### config.mk
export PLATFORM = sky130hd
export DESIGN_NAME = qnn_dense_stream
export DESIGN_NICKNAME = d
export VERILOG_FILES = /design/src/rtl/qnn_dense_stream.sv
export SDC_FILE = /design/constraint.sdc
export NUM_CORES = 2
export LEC_CHECK = 0
export ABC_AREA = 1
export ABC_CLOCK_PERIOD_IN_PS = 12030
export CAP_MARGIN = 0
export CELL_PAD_IN_SITES_DETAIL_PLACEMENT = 0
export CELL_PAD_IN_SITES_GLOBAL_PLACEMENT = 1
export CORE_UTILIZATION = 39
export CTS_CLUSTER_SIZE = 14
export DETAILED_ROUTE_END_ITERATION = 16
export HOLD_SLACK_MARGIN = 0.03
export PLACE_DENSITY = 0.75
export SETUP_SLACK_MARGIN = 0.1
export SLEW_MARGIN = 20
export SYNTH_ARGS = -nofsm -noshare
export SYNTH_HDL_FRONTEND = slang
export SYNTH_SLANG_ARGS = --single-unit
### constraint.sdc
create_clock -name clk -period 12.03 [get_ports clk]
set_input_delay 1.203 -clock clk [delete_from_list [all_inputs] [get_ports clk]]
set_output_delay 1.203 -clock clk [all_outputs]
set_load 0.01 [all_outputs]
### src/rtl/qnn_dense_stream.sv
// Streaming quantised dense layer: loads one activation vector, then per output row
// accumulates LANES products per weight beat and emits a requantised int8 result.
module qnn_dense_stream #(
    parameter int IN_DIM  = 64,
    parameter int OUT_DIM = 16,
    parameter int LANES   = 4,
    parameter int ACC_W   = 32
) (
    input  logic                         clk,
    input  logic                         rst_n,
    input  logic                         start,
    input  logic [1:0]                   cfg_prec,
    input  logic                         cfg_relu,
    input  logic [4:0]                   cfg_shift,
    input  logic [OUT_DIM*32-1:0]        bias,
    input  logic                         act_valid,
    output logic                         act_ready,
    input  logic [LANES*8-1:0]           act_data,
    input  logic                         w_valid,
    output logic                         w_ready,
    input  logic [LANES*8-1:0]           w_data,
    output logic                         out_valid,
    input  logic                         out_ready,
    output logic [7:0]                   out_data,
    output logic [$clog2(OUT_DIM)-1:0]   out_idx,
    output logic                         busy,
    output logic                         done
);

    localparam int B      = IN_DIM / LANES;
    localparam int BCNT_W = (B > 1) ? $clog2(B) : 1;
    localparam int IDX_W  = $clog2(OUT_DIM);

    typedef enum logic [2:0] {
        IDLE     = 3'd0,
        LOAD_ACT = 3'd1,
        MAC      = 3'd2,
        EMIT     = 3'd3,
        DONE     = 3'd4
    } state_t;

    state_t                    state_q, state_d;
    logic [BCNT_W-1:0]         beat_q, beat_d;
    logic [IDX_W-1:0]          row_q, row_d;
    logic signed [ACC_W-1:0]   acc_q, acc_d;
    logic signed [7:0]         out_data_q, out_data_d;
    logic [IDX_W-1:0]          out_idx_q, out_idx_d;
    logic [1:0]                prec_q, prec_d;
    logic                      relu_q, relu_d;
    logic [4:0]                shift_q, shift_d;
    logic [LANES*8-1:0]        act_buf_q [B];

    logic signed [ACC_W-1:0]   acc_sum;
    logic signed [ACC_W-1:0]   bias_row;

    // Precision-dependent lane decode; binary maps bit0 to +1/-1 so the plain
    // product already yields +1 on equal bits and -1 otherwise.
    function automatic logic signed [7:0] decode(input logic [7:0] b, input logic [1:0] prec);
        case (prec)
            2'd0:    decode = b;
            2'd1:    decode = {{4{b[3]}}, b[3:0]};
            default: decode = b[0] ? 8'sd1 : -8'sd1;
        endcase
    endfunction

    function automatic logic signed [ACC_W-1:0] lane_sum(input logic [LANES*8-1:0] a,
                                                          input logic [LANES*8-1:0] w,
                                                          input logic [1:0]         prec);
        logic signed [ACC_W-1:0] s;
        logic signed [15:0]      da;
        logic signed [15:0]      dw;
        logic signed [15:0]      p;
        s = '0;
        for (int l = 0; l < LANES; l++) begin
            da = 16'(decode(a[8*l +: 8], prec));
            dw = 16'(decode(w[8*l +: 8], prec));
            p  = da * dw;
            s  = s + ACC_W'(p);
        end
        return s;
    endfunction

    function automatic logic signed [7:0] requant(input logic signed [ACC_W-1:0] y,
                                                  input logic                    relu,
                                                  input logic [4:0]              sh);
        logic signed [ACC_W-1:0] r;
        r = (relu && (y < 0)) ? '0 : y;
        r = r >>> sh;
        if (r > 127)
            return 8'sd127;
        else if (r < -128)
            return -8'sd128;
        else
            return r[7:0];
    endfunction

    assign bias_row = ACC_W'($signed(bias[{row_q, 5'b0} +: 32]));
    assign acc_sum  = acc_q + lane_sum(act_buf_q[beat_q], w_data, prec_q);

    always_comb begin
        state_d    = state_q;
        beat_d     = beat_q;
        row_d      = row_q;
        acc_d      = acc_q;
        out_data_d = out_data_q;
        out_idx_d  = out_idx_q;
        prec_d     = prec_q;
        relu_d     = relu_q;
        shift_d    = shift_q;
        case (state_q)
            IDLE: begin
                if (start) begin
                    prec_d  = cfg_prec;
                    relu_d  = cfg_relu;
                    shift_d = cfg_shift;
                    row_d   = '0;
                    beat_d  = '0;
                    state_d = LOAD_ACT;
                end
            end
            LOAD_ACT: begin
                if (act_valid) begin
                    if (beat_q == BCNT_W'(B - 1)) begin
                        beat_d  = '0;
                        acc_d   = '0;
                        state_d = MAC;
                    end else begin
                        beat_d = beat_q + 1'b1;
                    end
                end
            end
            MAC: begin
                if (w_valid) begin
                    acc_d = acc_sum;
                    if (beat_q == BCNT_W'(B - 1)) begin
                        // Result is registered on the row's last beat so EMIT presents it directly.
                        beat_d     = '0;
                        out_data_d = requant(acc_sum + bias_row, relu_q, shift_q);
                        out_idx_d  = row_q;
                        state_d    = EMIT;
                    end else begin
                        beat_d = beat_q + 1'b1;
                    end
                end
            end
            EMIT: begin
                if (out_ready) begin
                    if (row_q == IDX_W'(OUT_DIM - 1)) begin
                        state_d = DONE;
                    end else begin
                        row_d   = row_q + 1'b1;
                        acc_d   = '0;
                        state_d = MAC;
                    end
                end
            end
            DONE:    state_d = IDLE;
            default: state_d = IDLE;
        endcase
    end

    always_ff @(posedge clk) begin
        if (!rst_n) begin
            state_q    <= IDLE;
            beat_q     <= '0;
            row_q      <= '0;
            acc_q      <= '0;
            out_data_q <= '0;
            out_idx_q  <= '0;
            prec_q     <= '0;
            relu_q     <= 1'b0;
            shift_q    <= '0;
        end else begin
            state_q    <= state_d;
            beat_q     <= beat_d;
            row_q      <= row_d;
            acc_q      <= acc_d;
            out_data_q <= out_data_d;
            out_idx_q  <= out_idx_d;
            prec_q     <= prec_d;
            relu_q     <= relu_d;
            shift_q    <= shift_d;
        end
    end

    // Buffer contents need no reset: every run overwrites all B beats before MAC reads them.
    always_ff @(posedge clk) begin
        if (state_q == LOAD_ACT && act_valid)
            act_buf_q[beat_q] <= act_data;
    end

    assign act_ready = (state_q == LOAD_ACT);
    assign w_ready   = (state_q == MAC);
    assign out_valid = (state_q == EMIT);
    assign busy      = (state_q != IDLE);
    assign done      = (state_q == DONE);
    assign out_data  = out_data_q;
    assign out_idx   = out_idx_q;

endmodule

**Yosys cells after proc, flatten, opt, wreduce, memory -nomap -nowiden**

Memories as Yosys holds them, arrays and structs flattened. A register that Yosys moved wholly into a read port is not among the register bits.
Index checks and enable logic that the tools add are counted.

- Memories kept: 1
- Output and inout port bits: 17
- Bits in latches: 0
- Word-level logic and storage cells: 99
- Bits in read-only memories: 0
- Bits in writable memories: 512
- Bits in registers: 63

Memory list:

| memory | words | bits a word | rd ports | clocked after memory_dff | write ports | RTL line | RTL |
|---|---|---|---|---|---|---|---|
| act_buf_q | 16 | 32 | 1 | 1 | 1 | 51 | `logic [LANES*8-1:0] act_buf_q [B];` |

- Add/subtract/negate cells: 7
- Shift-type cells: 2
- Reductions and logical operators: 14
- Divide/modulo/power cells: 0
- Multiplexer cells: 45
- Multipliers: 4
- $lt $le $gt $ge: 3
- Bitwise logic cells: 0
- Equal/unequal tests: 14

Operators by type and width:

| cell | count |
|---|---|
| $shiftx 512x10->32 | 1 |
| $mux 32 | 6 |
| $pmux 8 s2 | 8 |
| $pmux 32 s3 | 1 |
| $mux 8 | 10 |
| $mul 8x8->16 | 4 |
| $add 32x19->32 | 1 |
| $add 32x32->32 | 1 |
| $gt 32x8->1 const B | 1 |
| $lt 32x1->1 const B | 1 |
| $lt 32x8->1 const B | 1 |
| $mux 4 | 8 |
| $sshr 32x5->32 | 1 |
| $mux 3 | 7 |
| $add 18x16->19 | 1 |
| $add 17x16->18 | 1 |
| $add 16x16->17 | 1 |
| $pmux 3 s4 | 1 |
| $pmux 4 s3 | 1 |
| $reduce_and 6->1 | 2 |
| $reduce_bool 3->1 | 3 |
| $add 4x1->4 const B | 2 |
| $eq 4x4->1 const B | 2 |
| $ne 2x2->1 const B | 4 |
| 14 further kinds | 20 |

**Logic depth before layout (Yosys ltp)**

- Depth after elaboration: 15
- Mapped depth: 74
- Mapped depth without buffers: 71

**Least setup slack after synthesis**

OpenSTA, ideal clock, no wires.

- Path kind: register -> register
- From: register with a tool-made name
- To: register out_data_q[0], in the netlist out_data[0]
- Setup time: 0.127 ns
- Path buffers: 3
- Clock period less this slack: 12.735 ns
- Cell stages (with the launch flop): 67
- Data required time: 11.903 ns
- Path slack: -0.705 ns
- Arrival time: 12.608 ns
- Cell sequence: dfxtp_1 inv_1 clkbuf_1 clkbuf_1 o21ai_0 o221ai_1 o211ai_1 nand2_1 nand2_1 nand2_1 nand2_1 nor2_1 inv_1 fa_1 fa_1 inv_1 fa_1 inv_1 [... 31 more ...] inv_2 nand3_4 nand3_4 buf_8 nand3_2 nand3_1 nand2_1 nand2_1 nand2_2 nand2_2 nand3_2 nand2_1 nor2_1 nand2_1 nor2_2 nand3_2 a21oi_4 a21oi_2

RTL lines:

| what | RTL line | RTL |
|---|---|---|
| end signal: assignment | 178 | `out_data_q <= out_data_d;` |
| end: declaration | 46 | `logic signed [7:0] out_data_q, out_data_d;` |

==> flow_summary.toml <==
[floorplan]
die_width_um = 347
top_level_ports = 607
core_area_um2 = 118000
row_count = 126
start_util = 0.394
die_h_um = 347
die-area_um2 = 121000

[sta]
slew_viol_final = 0
rsz0062_at_grt = "true"
fin_crit_sh = 0.992
relSlewSlack = 0.0620
worst_clock_skew_ns = 0.0491
setup_tns_ns = 0
fmax_mhz = 83.8
hold_viol_final = 0
worstMarginPinSlew_ns = 1.41
period_needed_ns = 11.93
setup_viol = 0

[placement]
place_congestion = 0.970
dp_cells = 7588
dp.final_hpwl_mm = 147
portBuffers = 606

[clock_tree]
cts_tree = "built"
clock_latency_ns = 0.64
cts_buffers = 66
cts_buffer_depth = 3
htreeDepth = 3
hold_buffers = 0
cts.clk_slew.worst_paths_ns = 0.06
root_buffer = "clkbuf_16"
clock-sinks = 579

[logic_synthesis]
synth_fp_nets = 6436
synth_top_family_by_area = "adder cells"
synth-compound-area-share = 0.138
yosys.area_share.simple = 0.164
ys_seq_area_frac = 0.359
synth_area_per_cell_um2 = 8.91
synth_cells = 5226
synth_adder_area_share = 0.241
async_flop_share = 0
synth.distinct_cells = 50
ys_seq_elements = 579
synth_xor_xnor_area_share = 0.00997
synth_edf_count = 512
ys_warn_count = 0
syn_area_um2 = 46500
synthMuxAreaShare = 0
synth_ff_type = "edfxtp_1"

[detailed_routing]
ant_nets = 0
dr.first_iter.drc_count = 3549
dr_total_vias = 42300
avgRoutedWirePerCell_um = 24.6
wirelength_mm = 191
dr.pass1.iters = 6
drc = 0
via_per_inst = 5.43

[global_route]
use_met2 = 0.516
use_met1 = 0.384
overflow = 0
antenna_found_initial = 20
top_usage_layer = "met2"
grt_pass1_vias = 42400
grt_use_met3 = 0.0414
grt_max_degree = 129
grt_use_total = 0.309
grt_pass1_wl_mm = 275

[setup_path]
crit_top_cell = "nand2_1"
cp_max_fo = 8
end_kind = "register"
crit_required_ns = 12.51
worst_path_largest_cell_delay_ns = 0.59
crit_family = "adder cells"
crit_type = "reg -> reg"
start_kind = "register"
worst_ep_arrival_time_ns = 12.41
cp_num_buf_inv = 16
crit_slowest_cell = "fa_1"

[job]
maxCapViolations = 0

[hold_path]
min_from = "out_data[7]"
hold_path.class = "reg -> reg"

[outcome]
outcome = "finished, final reports clean"

[finish]
syn_to_final_growth_pct = 33.8
final_cells = 7790
final_layout_size_suffix_gt1_frac = 0.161
nets = 7406
==> through the flow <==
stage	hold WS (ns)	cell area [µm²]	setup WS, ns	util
global placement	0.451	57700	-0.540	0.488
detailed placement	0.451	57700	-0.517	0.488
finish	0.458	62300	0.0990	0.527
global route	0.480	62300	-0.501	0.527
CTS	0.460	60400	0.110	0.511
floorplan	0.445	46600	0.505	-
==> worst paths after layout <==
| path | slack, ns | to | depth (start not counted) |
|---|---|---|---|
| hold reg to reg | 0.46 | out_data[7] | 2 |
| setup / recovery | 0.1 | out_data[0] | 67 |
| setup reg to reg | 0.1 | out_data[0] | 67 |
| hold / removal | 0.46 | out_data[7] | 2 |
==> final cells by class <==
type / instances / area, µm²
fillers: 10900 / 56000
repair buffers: 1166 / 11300
clock inverters: 31 / 419
multi-input cells: 3578 / 27000
well taps: 1536 / 1920
repair inverters: 2 / 25.0
flip-flops and latches: 579 / 16700
clock buffers: 83 / 1770
inverters: 803 / 3090
diodes: 12 / 30.0
==> sequential cells by signal (all words and copies together), names as in the netlist, named ones only <==
signal / count
row_q: 4
acc_q: 32
beat_q: 4
relu_q: 1
out_data: 8
out_idx: 4
act_buf_q: 512
state_q: 3
prec_q: 2
shift_q: 5
==> worst register-to-register path, delay by kind of cell, from the launching register on <==
| kind | cells | cell delay (ns) |
|---|---|---|
| xor+xnor | 1 | 0.34 |
| flops | 1 | 0.37 |
| fa+ha+maj | 10 | 4.92 |
| buf+inv | 16 | 1.89 |
| compound gates | 11 | 1.41 |
| simple gates | 29 | 2.89 |
==> repair_timing <==
action | 4_1_cts | 5_1_grt
setup endpoints to repair | 7 | 7
gates resized for setup | 78 | 350
pin swaps | 26 | 167
buffers inserted | 13 | 40
gates cloned | 5 | 18
==> kinds of logic (layout without fill, tap and decap cells) <==
kind of cell / Yosys count / count (layout)
fa+ha+maj: 620 / 620
simple gates: 1855 / 1856
flops: 579 / 579
buf+inv: 1070 / 2085
other cells: 0 / 12
compound gates: 1049 / 1049
xor+xnor: 53 / 53
==> Yosys cell counts, drive strengths merged, types with 26 or more instances <==
library cell    n  share of area
o221ai         92          0.017
edfxtp        512           0.33
clkbuf        222          0.018
ha            160          0.043
inv           797          0.064
a21oi         376          0.041
nand3         359          0.041
o21ai         322          0.035
o22ai          36         0.0048
xor2           32         0.0060
a221oi         99          0.019
nor2          505          0.041
o211ai         39         0.0063
nand2         950          0.077
fa            460           0.20
dfxtp          67          0.029
buf            45         0.0052
o31ai          26         0.0042
==> layer usage <==
| layer | up-vias | part of all wire |
|---|---|---|
| met5 | - | 0.00032 |
| met4 | 8 | 0.067 |
| met3 | 326 | 0.067 |
| met2 | 1773 | 0.48 |
| met1 | 20800 | 0.39 |
| li1 | 19400 | - |
==> cells in the final DEF, fill, tap and decap left out, types with 99 or more instances in the layout <==
cell type        instances
o21ai_0                274
fa_1                   443
a21oi_1                359
clkdlybuf4s50_1        606
nor2_1                 455
nand2_1                848
a221oi_1                99
ha_1                   149
inv_1                  753
nand3_1                286
buf_4                  467
edfxtp_1               512
Power is left out: the tool's default activity adds up to more than one toggle a clock period on the data nets, which glitch-free logic cannot reach.
